## src/rtl/addsub_share_scheduler_pkg.sv

```systemverilog
// Shared definitions for the nibble-serial add/sub scheduler.
package addsub_share_scheduler_pkg;

  // Width of the external add/sub unit; operands are two nibbles wide.
  localparam int NIB_W = 4;
  // Number of requesters and width of the requester id.
  localparam int REQ_N = 2;
  localparam int ID_W  = 1;

  typedef logic [ID_W-1:0] id_t;

  typedef enum logic [2:0] {
    ST_IDLE = 3'd0,
    ST_LO   = 3'd1,
    ST_HI   = 3'd2,
    ST_INC  = 3'd3,
    ST_DONE = 3'd4
  } state_t;

  // High-nibble B operand: inverted for subtraction. The +1 of the
  // two's complement enters through the low pass carry-in instead.
  function automatic logic [NIB_W-1:0] hi_operand(input logic [NIB_W-1:0] b,
                                                  input logic             k);
    return b ^ {NIB_W{k}};
  endfunction

endpackage

```

## src/rtl/rr_arbiter_2.sv

```systemverilog
// Two-way round-robin arbiter. The pointer remembers the last served
// requester; on a tie the other one wins. A lone request always wins.
module rr_arbiter_2 (
  input  logic       clk,
  input  logic       rst,
  input  logic [1:0] req,
  input  logic       adv,
  output logic [1:0] gnt
);

  // 1 = requester 1 was served last (so requester 0 wins the first tie)
  logic last_r;

  // Grant selection from current requests and the last-served pointer
  always_comb begin
    gnt = 2'b00;
    case (req)
      2'b01:   gnt = 2'b01;
      2'b10:   gnt = 2'b10;
      2'b11:   gnt = last_r ? 2'b01 : 2'b10;
      default: gnt = 2'b00;
    endcase
  end

  // Pointer moves only when the grant is actually consumed
  always_ff @(posedge clk) begin
    if (rst) begin
      last_r <= 1'b1;
    end else if (adv && (gnt != 2'b00)) begin
      last_r <= gnt[1];
    end
  end

endmodule

```

## src/rtl/addsub_share_scheduler.sv

```systemverilog
// Two-requester scheduler that builds 8-bit add/sub from nibble passes
// through one shared external 4-bit add/sub unit (S,C = A + (B^K) + K).
module addsub_share_scheduler
  import addsub_share_scheduler_pkg::*;
#(
  parameter int NIB      = NIB_W,
  parameter bit SKIP_INC = 1'b1
) (
  input  logic             clk,
  input  logic             rst,
  input  logic             req0,
  input  logic             req1,
  input  logic [2*NIB-1:0] op_a0,
  input  logic [2*NIB-1:0] op_b0,
  input  logic             op_k0,
  input  logic [2*NIB-1:0] op_a1,
  input  logic [2*NIB-1:0] op_b1,
  input  logic             op_k1,
  output logic             gnt0,
  output logic             gnt1,
  output logic             done0,
  output logic             done1,
  output logic [2*NIB-1:0] res,
  output logic             res_c,
  output logic             busy,
  output logic [NIB-1:0]   alu_a,
  output logic [NIB-1:0]   alu_b,
  output logic             alu_k,
  input  logic [NIB-1:0]   alu_s,
  input  logic             alu_c
);

  localparam int W = 2 * NIB;

  state_t         state_r;
  logic [NIB-1:0] a_hi_r;     // A[7:4] of the accepted operation
  logic [NIB-1:0] b_hi_r;     // B[7:4], already inverted for subtraction
  id_t            id_r;       // requester being served
  logic [NIB-1:0] s_lo_r;
  logic [NIB-1:0] s_hi_r;
  logic           c0_r;       // low pass carry, pending into the high nibble
  logic           c1_r;       // high pass carry
  logic           c2_r;       // carry from adding c0 to the high nibble

  logic [1:0]     arb_req_s;
  logic [1:0]     arb_gnt_s;
  logic           adv_s;
  logic [W-1:0]   sel_a_s;
  logic [W-1:0]   sel_b_s;
  logic           sel_k_s;
  id_t            sel_id_s;

  assign arb_req_s = {req1, req0};
  // Requests are only looked at while idle; anything raised while busy
  // is simply not seen until the FSM is back in IDLE.
  assign adv_s     = (state_r == ST_IDLE) && (arb_gnt_s != 2'b00);

  rr_arbiter_2 u_arb (
    .clk (clk),
    .rst (rst),
    .req (arb_req_s),
    .adv (adv_s),
    .gnt (arb_gnt_s)
  );

  // Operand mux for the requester the arbiter picked this cycle
  always_comb begin
    sel_a_s  = op_a0;
    sel_b_s  = op_b0;
    sel_k_s  = op_k0;
    sel_id_s = 1'b0;
    if (arb_gnt_s[1]) begin
      sel_a_s  = op_a1;
      sel_b_s  = op_b1;
      sel_k_s  = op_k1;
      sel_id_s = 1'b1;
    end else begin
      sel_a_s  = op_a0;
      sel_b_s  = op_b0;
      sel_k_s  = op_k0;
      sel_id_s = 1'b0;
    end
  end

  // Sequencer: accept, low pass, high pass, optional carry pass, result.
  // Unit drives are registered and loaded on entry to the state using them.
  always_ff @(posedge clk) begin
    if (rst) begin
      state_r <= ST_IDLE;
      a_hi_r  <= {NIB{1'b0}};
      b_hi_r  <= {NIB{1'b0}};
      id_r    <= 1'b0;
      s_lo_r  <= {NIB{1'b0}};
      s_hi_r  <= {NIB{1'b0}};
      c0_r    <= 1'b0;
      c1_r    <= 1'b0;
      c2_r    <= 1'b0;
      gnt0    <= 1'b0;
      gnt1    <= 1'b0;
      done0   <= 1'b0;
      done1   <= 1'b0;
      res     <= {W{1'b0}};
      res_c   <= 1'b0;
      busy    <= 1'b0;
      alu_a   <= {NIB{1'b0}};
      alu_b   <= {NIB{1'b0}};
      alu_k   <= 1'b0;
    end else begin
      gnt0  <= 1'b0;
      gnt1  <= 1'b0;
      done0 <= 1'b0;
      done1 <= 1'b0;
      case (state_r)
        ST_IDLE: begin
          busy <= 1'b0;
          if (adv_s) begin
            // The low nibbles go straight into the unit drive registers,
            // which double as their latch; only the high nibbles are kept.
            a_hi_r  <= sel_a_s[W-1:NIB];
            b_hi_r  <= hi_operand(sel_b_s[W-1:NIB], sel_k_s);
            id_r    <= sel_id_s;
            gnt0    <= arb_gnt_s[0];
            gnt1    <= arb_gnt_s[1];
            alu_a   <= sel_a_s[NIB-1:0];
            alu_b   <= sel_b_s[NIB-1:0];
            alu_k   <= sel_k_s;
            state_r <= ST_LO;
          end else begin
            alu_a <= {NIB{1'b0}};
            alu_b <= {NIB{1'b0}};
            alu_k <= 1'b0;
          end
        end
        ST_LO: begin
          s_lo_r  <= alu_s;
          c0_r    <= alu_c;
          busy    <= 1'b1;
          alu_a   <= a_hi_r;
          alu_b   <= b_hi_r;
          alu_k   <= 1'b0;
          state_r <= ST_HI;
        end
        ST_HI: begin
          s_hi_r <= alu_s;
          c1_r   <= alu_c;
          c2_r   <= 1'b0;
          if (!SKIP_INC || c0_r) begin
            // Add c0 into the high nibble. With c0=1 the unit sees
            // s_hi + (F^F) + 1; with c0=0 (constant-latency mode) it sees
            // s_hi + 0 + 0, leaving the nibble and carry untouched.
            alu_a   <= alu_s;
            alu_b   <= {NIB{c0_r}};
            alu_k   <= c0_r;
            state_r <= ST_INC;
          end else begin
            alu_a   <= {NIB{1'b0}};
            alu_b   <= {NIB{1'b0}};
            alu_k   <= 1'b0;
            state_r <= ST_DONE;
          end
        end
        ST_INC: begin
          s_hi_r  <= alu_s;
          c2_r    <= alu_c;
          alu_a   <= {NIB{1'b0}};
          alu_b   <= {NIB{1'b0}};
          alu_k   <= 1'b0;
          state_r <= ST_DONE;
        end
        ST_DONE: begin
          // c1 and c2 are exclusive: the high nibble can only overflow once
          res     <= {s_hi_r, s_lo_r};
          res_c   <= c1_r | c2_r;
          done0   <= (id_r == 1'b0);
          done1   <= (id_r == 1'b1);
          state_r <= ST_IDLE;
        end
        default: begin
          busy    <= 1'b0;
          alu_a   <= {NIB{1'b0}};
          alu_b   <= {NIB{1'b0}};
          alu_k   <= 1'b0;
          state_r <= ST_IDLE;
        end
      endcase
    end
  end

endmodule

```

## config.mk

```make
export PLATFORM = sky130hd
export DESIGN_NAME = addsub_share_scheduler
export DESIGN_NICKNAME = d
export VERILOG_FILES = /design/src/rtl/addsub_share_scheduler_pkg.sv /design/src/rtl/rr_arbiter_2.sv /design/src/rtl/addsub_share_scheduler.sv
export SDC_FILE = /design/constraint.sdc
export NUM_CORES = 1
export LEC_CHECK = 0
export ABC_AREA = 1
export CORE_MARGIN = 2
export CORE_UTILIZATION = 45
export CTS_CLUSTER_DIAMETER = 100
export DETAILED_ROUTE_END_ITERATION = 12
export DONT_BUFFER_PORTS = 1
export GPL_TIMING_DRIVEN = 0
export RECOVER_POWER = 50
export SLEW_MARGIN = 5
export SYNTH_ARGS = -nofsm -noshare
export SYNTH_HDL_FRONTEND = slang
export SYNTH_SLANG_ARGS = --single-unit
```

## constraint.sdc

```tcl
create_clock -name clk -period 1.18 [get_ports clk]
set_input_delay 0.118 -clock clk [delete_from_list [all_inputs] [get_ports clk]]
set_output_delay 0.118 -clock clk [all_outputs]
set_load 0.02 [all_outputs]
```

Word level (Yosys, flattened, before mapping). Index checks and enable logic that the tools add are counted.

$add $sub $neg: 0. Multiply operators: 0. Div/mod/pow operators: 0. $lt $le $gt $ge: 0. Equal/unequal tests: 8. Shifts and indexed selects: 0. Muxes and demuxes: 20. Bitwise logic cells: 6. Reductions and logical operators: 10.

Operators by type and width (number): 4-bit case mux with 4 select lines (2); 4-bit 2-to-1 mux (4); 8-bit 2-to-1 mux (2); 3-bit case mux with 4 select lines (1); 3-bit by 2-bit equality test with 1-bit output, second input constant (2); 3-bit 2-to-1 mux (2); 2-bit case mux with 3 select lines (1); 3-bit OR reduction (2); 2-bit equality test, second input constant (2); 1-bit 2-to-1 mux (4); 1-bit NOT (4); 1-bit case mux with 2 select lines (2); 2-bit nonzero test (2); 2-bit OR reduction (2); 4-bit bitwise XOR (1); 3-bit by 1-bit equality test with 1-bit output, second input constant (1); 3-bit equality test, second input constant (1); 3-bit logical NOT (1); 1-bit case mux with 3 select lines (1); 2-bit by 1-bit equality test with 1-bit output, second input constant (1); 1-bit logical AND (2); 2-bit 2-to-1 mux (1); 2-bit by 1-bit != test with 1-bit output, second input constant (1); 2-bit AND reduction (1); 1-bit bitwise OR (1).

Register bits: 47. Latch bits: 0. Memory bits (writable): 0. ROM bits: 0. Bits of input ports: 43. Output and inout port bits: 23. Logic and storage cells: 64. Memories: 0.

Depth between registers and ports, before layout. Gate-level depths: netlist of run 1.

Depth in word-level cells: 6. Depth in mapped cells: 9. Gate-level depth less buffers: 8.

By module. From an unflattened synthesis of run 1, not the netlist that was laid out.

Cells, all modules: 332. Area, all modules: 2214.6 sq um.

Modules (own cells, without submodules): addsub_share_scheduler (times used 1, cells each 323, area an instance 2154.6 sq um); rr_arbiter_2 (times used 1, cells each 9, area an instance 60.1 sq um).

Worst setup path before layout of run 1. OpenSTA, ideal clock, no wires.

Path type: reg2reg. Start: reg state_r[1]. End: reg c0_r. Arrival time: 0.989 ns. Slack: 0.071 ns. Stages on the path, launching flop included: 6. Buffers on the path: 1. Cells stage by stage: dfxtp_1 buf_6 nor2_2 nand2_2 o21ai_0 a21oi_1.

Word-level cells in the longest chain between the ends: 1.

Ends and longest elaborated chain: start, declared (RTL line addsub_share_scheduler.sv:35) `state_t state_r;`; start signal, assigned (RTL line addsub_share_scheduler.sv:89) `state_r <= ST_IDLE;`; start signal, assigned (RTL line addsub_share_scheduler.sv:127) `state_r <= ST_LO;`; start signal, assigned (RTL line addsub_share_scheduler.sv:141) `state_r <= ST_HI;`; 3-bit by 1-bit equality test with 1-bit output (RTL line addsub_share_scheduler.sv:113) `case (state_r)`; end signal, assigned (RTL line addsub_share_scheduler.sv:136) `c0_r <= alu_c;`; end, declared (RTL line addsub_share_scheduler.sv:41) `logic c0_r;`.

No other way between the ends. A chain may end at the register's enable or synchronous reset.

Final worst setup path of run 1.
Start: reg state_r[1]. End: reg alu_b[2].

Word-level cells in the longest chain between the ends: 4.

Ends and longest elaborated chain: 3-bit logical NOT (RTL line addsub_share_scheduler.sv:56, addsub_share_scheduler.sv:113); 1-bit logical AND (RTL line addsub_share_scheduler.sv:56) `assign adv_s = (state_r == ST_IDLE) && (arb_gnt_s != 2'b00);`; 4-bit 2-to-1 mux (RTL line addsub_share_scheduler.sv:116) `if (adv_s) begin`; 4-bit case mux with 4 select lines (RTL line addsub_share_scheduler.sv:113); end signal, assigned (RTL line addsub_share_scheduler.sv:106) `alu_b <= {NIB{1'b0}};`; end signal, assigned (RTL line addsub_share_scheduler.sv:125) `alu_b <= sel_b_s[NIB-1:0];`; end signal, assigned (RTL line addsub_share_scheduler.sv:130) `alu_b <= {NIB{1'b0}};`; end, declared (RTL line addsub_share_scheduler.sv:27) `output logic [NIB-1:0] alu_b,`.

Parallel ways exist; a longest one is shown, timed or not.

==> out/metrics.csv, run 1 <==
metric;value;unit
status;finished, violations left;
clk sink count;47;
Worst VDD drop;0.0007236;V
register area;945.9;sq um
Synth top area share;0.4192;
# DRC;0;
Initial Util;0.4721;
ANT cells;0;
drt pass-1 iters;4;
Worst Hold Class;in -> reg;
Max FO, Critical Path;6;
io pins;66;
Slew Limit Fails;0;
commonest non-fill, non-tap cell in the layout;nand2_1;
DR WL met2;2365;microns
Die X;74.63;microns
Leakage Power;1.358;nW
Layout area overhead;18.00;%
period utilization;1.051;
Die Span Y;74.63;microns
Synth Register Bits;47;
worst path arrival time;1.48;ns
PD cells;1588;nW/um^2
gpl congestion;0.8087;
ratio of cells with drive above 1 in the final layout;0.1452;
CP Class;reg -> reg;
Clk Latency, worst-skew pair;0.30;ns
failing checks;hold timing, setup timing;
H-tree depth;2;
Fill cells;494;
DP HPWL;3967;microns
total gr overflow;0;
DRT met1 WL;2622;microns
setup ws final;-0.06034;ns
RSZ-0062 raised after global routing;yes;
Port Buffer Count;0;
Routed met3 length;452;microns
Final Hold Vio Count;1;
fmax;0.8062;GHz
sequential cell area fraction in the yosys report;0.4192;
MaxCap Viol Count;0;
final core occ;0.5571;
register share of total power;0.485;
CP startpoint kind;flip-flop;
Clk network pwr share;0.270;
drt initial violations;142;
crit path time final;1.240;ns
Overall Power;0.004207;W
vias in the first global route;1861;
Critical Path RT;1.42;ns
Gate power share;0.245;
Antenna Nets Post-Route;0;
core area;4755;sq um
All-Layer GR Usage;0.2095;
Via Count;2115;
sw frac;0.3286;
Distinct cells, synth;22;
FP Rows;25;
final WL;5510;microns
warnings from Yosys;0;
worst slew pin tran;0.4428;ns
most frequent cells in the layout;129 x nand2_1, 43 x dfxtp_1, 42 x nor2_1;
mapped cell area;2245;sq um
area of the multi-input gates;1175;sq um
cell internal pwr;0.002825;W
Die ar.;5569;sq um
syn nets;395;
TritonCTS clock tree;yes;
clock transition at the registers of the reported paths;0.08;ns
Worst Skew;0.008217;ns
Avg Inst Size Synth;6.377;sq um
Final #Nets;415;
mean routed wirelength per cell;12.55;microns
total CTS buffers;5;
CTS max path bufs;2;
clk root buf;clkbuf_8;
largest area contributor in the netlist;dfxtp_1;
first-pass GRT wire length;8721;microns
Cells after Synth;352;
initial antenna violation count;0;
largest net degree at the start of global routing;14;
Relative slew margins;0.7048;
top post-synthesis cells by area;dfxtp_1 42%, nand2_1 23%, nand3_1 8.5%;
Vias per Instance;4.818;
crit end category;flip-flop;
Top Layer Used;met4;
Psw;0.001383;W
WHS;-0.01088;ns
final setup violation count;11;
## metrics by stage
step                setup slack, ns  hold slack, ns  cell area [sq um]  instances   TNS (ns)
finish                     -0.06034        -0.01088               2649        439    -0.2809
global route                -0.1279        0.001098               2649        439     -2.522
CTS                       -0.002648        0.001020               2539        432  -0.002648
detailed placement          -0.1717          0.2615               2328        419     -2.502
global placement            -0.1554          0.2587               2328        419     -1.886
floorplan                   0.07149          0.2529               2245        352          0
## sequential cells by signal (all words and copies together) (netlist names), 3 cells and up
register and count:
s_lo_r 4, a_hi_r 4, state_r 3, res 8, alu_a 4, alu_b 4, b_hi_r 4, s_hi_r 4
## final cells by class
class / instances / area share
clock inverter: 1 / 0.01134
inverter: 34 / 0.04818
timing repair buffer: 13 / 0.04251
multi-input combinational: 258 / 0.4436
buffer: 13 / 0.03826
tap: 67 / 0.03165
clock buffer: 6 / 0.02740
sequential: 47 / 0.3571
## cell usage after synthesis
| master | count |
|---|---|
| nand2_1 | 137 |
| dfxtp_1 | 47 |
| nor2_1 | 43 |
| nand3_1 | 38 |
| inv_1 | 29 |
| o21ai_0 | 20 |
| buf_2 | 7 |
| a21oi_1 | 5 |
| inv_2 | 5 |
| buf_4 | 3 |
| nand2_2 | 3 |
| nor2_2 | 3 |
| nand3_2 | 2 |
| nand3b_1 | 2 |
| a211oi_1 | 1 |
| buf_1 | 1 |
| buf_6 | 1 |
| clkbuf_1 | 1 |
| nand4_1 | 1 |
| nor2_4 | 1 |
| nor3_1 | 1 |
| o22ai_1 | 1 |
## logic make-up after synthesis
group	Yosys count	synth area share
buffers and inverters	47	0.09085
AOI/OAI and AO/OA	27	0.06188
DFF	47	0.4192
and+or+nand+nor	231	0.4281
## worst max-delay path, stage by stage, from the launching register on
cell and delay, ns:
dfxtp_2 0.33, buf_6 0.13, nor2_4 0.13, nand3_2 0.11
inv_2 0.11, buf_4 0.15, nand2_1 0.05, nand2_1 0.05
nand2_1 0.05, nand2_1 0.07
## routing by layer
| metal | vias to the layer above | GRT usage |
|---|---|---|
| li1 | 1129 | - |
| met1 | 902 | 0.3100 |
| met2 | 77 | 0.2979 |
| met3 | 7 | 0.05622 |
| met4 | 0 | 0.06349 |
| met5 | - | 0 |
## power by group through the flow
stage          sequential, W  clock (W)  combinational (W)
2_1_floorplan        0.00203          0           0.000681
3_3_place_gp         0.00205          0           0.000841
3_5_place_dp         0.00206          0           0.000849
4_1_cts              0.00203    0.00116           0.000926
5_1_grt              0.00207    0.00126            0.00117
6_report             0.00204    0.00114            0.00103
## worst paths after layout
kind / end / cells after the start / startpoint / slack [ns]
setup reg to reg: alu_b[2] / 9 / state_r[1] / -0.06
setup / recovery: alu_b[2] / 9 / state_r[1] / -0.06
hold reg to reg: done0 / 1 / id_r / 0.41
hold / removal: s_lo_r[0] / 2 / alu_s[0] / -0.01
## repair_timing
action / 4_1_cts / 5_1_grt
hold buffers: 5 / 1
pin swaps: 1 / 11
gates cloned: 0 / 1
resized for setup: 16 / 24
setup buffers: 1 / 5
hold endpoints to repair: 8 / 1
endpoints found under the setup margin: 35 / 42
Note: power is estimated with default switching activity, not from simulation.
==> run 2: changes to the inputs <==
--- a/config.mk
+++ b/config.mk
@@ -13,7 +13,6 @@
 export DONT_BUFFER_PORTS = 1
 export GPL_TIMING_DRIVEN = 0
 export RECOVER_POWER = 50
-export SLEW_MARGIN = 5
 export SYNTH_ARGS = -nofsm -noshare
 export SYNTH_HDL_FRONTEND = slang
 export SYNTH_SLANG_ARGS = --single-unit
==> results of run 2 <==
Final layout, timing and power as in run 1 (identical DEF).
==> variant, RTL diff (flow settings as in run 1) <==
The package constant `NIB_W` goes from 4 to 6.
--- a/src/rtl/addsub_share_scheduler_pkg.sv
+++ b/src/rtl/addsub_share_scheduler_pkg.sv
@@ -2,7 +2,7 @@
 package addsub_share_scheduler_pkg;
 
   // Width of the external add/sub unit; operands are two nibbles wide.
-  localparam int NIB_W = 4;
+  localparam int NIB_W = 6;
   // Number of requesters and width of the requester id.
   localparam int REQ_N = 2;
   localparam int ID_W  = 1;
Ports: changed (8 resized); port bits go from 66 to 92. No check against the original RTL was run, so the function may have changed too.
==> variant against run 1 <==
  * The flow finishes with violations (negative setup slack)
  * Maximum frequency is 1.7% lower
  * Setup slack lost 21 ps
  * Largest cell class unchanged
  * Sequential cell count grew 16
  * Sequential share of layout area down 4.3 points
  * Synthesized cell count up 33%
  * Total power is 55% higher
  * Area after synthesis is 35% higher
  * Cell area grew 53%
  * Routed wire length increased by 65%
==> variant: results (changes against run 1) <==
run_status:
  run_status: "finished, violations left"  # unchanged
  violations: "negative setup slack"  # was negative hold slack, negative setup slack
timing:
  setup_viol: 26  # was 11
  fin_skew_ps: 8.456  # was 8.217 ps
  relSlewSlack_pct: 57.60  # was 70.48%
  setup_slack_ps: -81.46  # was -60.34 ps
synthesis:
  ys_seq_area_share_pct: 41.53  # was 41.92%
  ys_types: 23  # was 22
  synthTopCellsByCount: "158 x nand2_1, 63 x dfxtp_1, 56 x inv_1"  # was 137 x nand2_1, 47 x dfxtp_1, 43 x nor2_1
  synth_nets: 528  # was 395
  synth-compound-area-share_pct: 13.84  # was 6.187%
clock_tree:
  cts_made_buffers: 9  # was 5
  insertion_delay_ps: 350  # was 300 ps
grt:
  grt_pass1_vias: 2877  # was 1861
  grt_pass1_wl_mm: 13.86  # was 8.721 mm
  grt.total_usage_pct: 24.16  # was 20.95%
pwr:
  power_leakage_nw: 1.913  # was 1.358 nW
  irDropWorstVdd_mv: 0.6743  # was 0.7236 mV
  p_clk_mw: 2.15  # was 1.14 mW
  pg_comb_mw: 1.72  # was 1.03 mW
  intPower_mw: 4.434  # was 2.825 mW
route:
  wl_met3_um: 524  # was 452 um
  post_drt_wl_per_cell_um: 15.30  # was 12.55 um
  drtIter0Drc: 132  # was 142
  wl_met2_mm: 4.496  # was 2.365 mm
  via_per_inst: 5.167  # was 4.818
setup_path:
  critPathArrivalTime_ps: 1560  # was 1480 ps
cells_and_area:
  nets: 573  # was 415
  drive_above_1_share_pct: 21.66  # was 14.52%
placement:
  hpwl_mm: 5.772  # was 3.967 mm
  place_area_sq_um: 3134  # was 2328 sq um
  gp_congestion: 0.8092  # was 0.8087
## variant: cell count changes after synthesis, sizes merged, moves of 6 or more
| cell | delta |
|---|---|
| o21ai | +21 |
| clkbuf | +8 |
| nor2 | -12 |
| nand4 | +6 |
| nand2 | +20 |
| dfxtp | +16 |
| inv | +25 |
| a21oi | +25 |
## variant: layout make-up
class,instances,area [sq um],share of cell area [%]
tap,77,96.34,2.382
buffer,23,195.2,4.827
inverter,59,241.5,5.972
clock buffer,13,158.9,3.929
clock inverter,3,65.06,1.609
sequential,63,1271,31.44
timing repair buffer,36,377.9,9.344
multi-input combinational,320,1638,40.50
## variant: repair_timing
action / in CTS / in global routing
hold endpoints to repair: 24 / 5
setup buffers: 9 / 8
gates cloned: 1 / 5
resized for setup: 46 / 81
hold buffers: 12 / 1
pin swaps: 15 / 19
setup endpoints to repair: 58 / 42
## variant: metrics by stage
stage / power (mW) / instances / TNS (ps) / setup WS, ps
3_5_place_dp: 3.803 / 544 / -8189 / -242.3
2_1_floorplan: 3.524 / 467 / -12.76 / -12.76
6_report: 6.515 / 594 / -832.6 / -81.46
5_1_grt: 6.836 / 594 / -2920 / -155.2
3_3_place_gp: 3.779 / 544 / -7671 / -273.3
4_1_cts: 6.159 / 581 / -2013 / -110.7
## variant: layer usage
metal | vias to the layer above | GRT usage [%]
li1 | 1571 | -
met4 | 0 | 8.658
met3 | 13 | 6.545
met1 | 1398 | 30.64
met5 | - | 0
met2 | 87 | 39.39
## variant: final timing paths
| kind | start | endpoint | slack (ps) | depth (start not counted) |
|---|---|---|---|---|
| max | state_r[0] | b_hi_r[4] | -80 | 9 |
| min | op_a0[7] | a_hi_r[1] | 30 | 4 |
| max reg2reg | state_r[0] | b_hi_r[4] | -80 | 9 |
| min reg2reg | s_lo_r[3] | s_lo_r[3] | 460 | 2 |
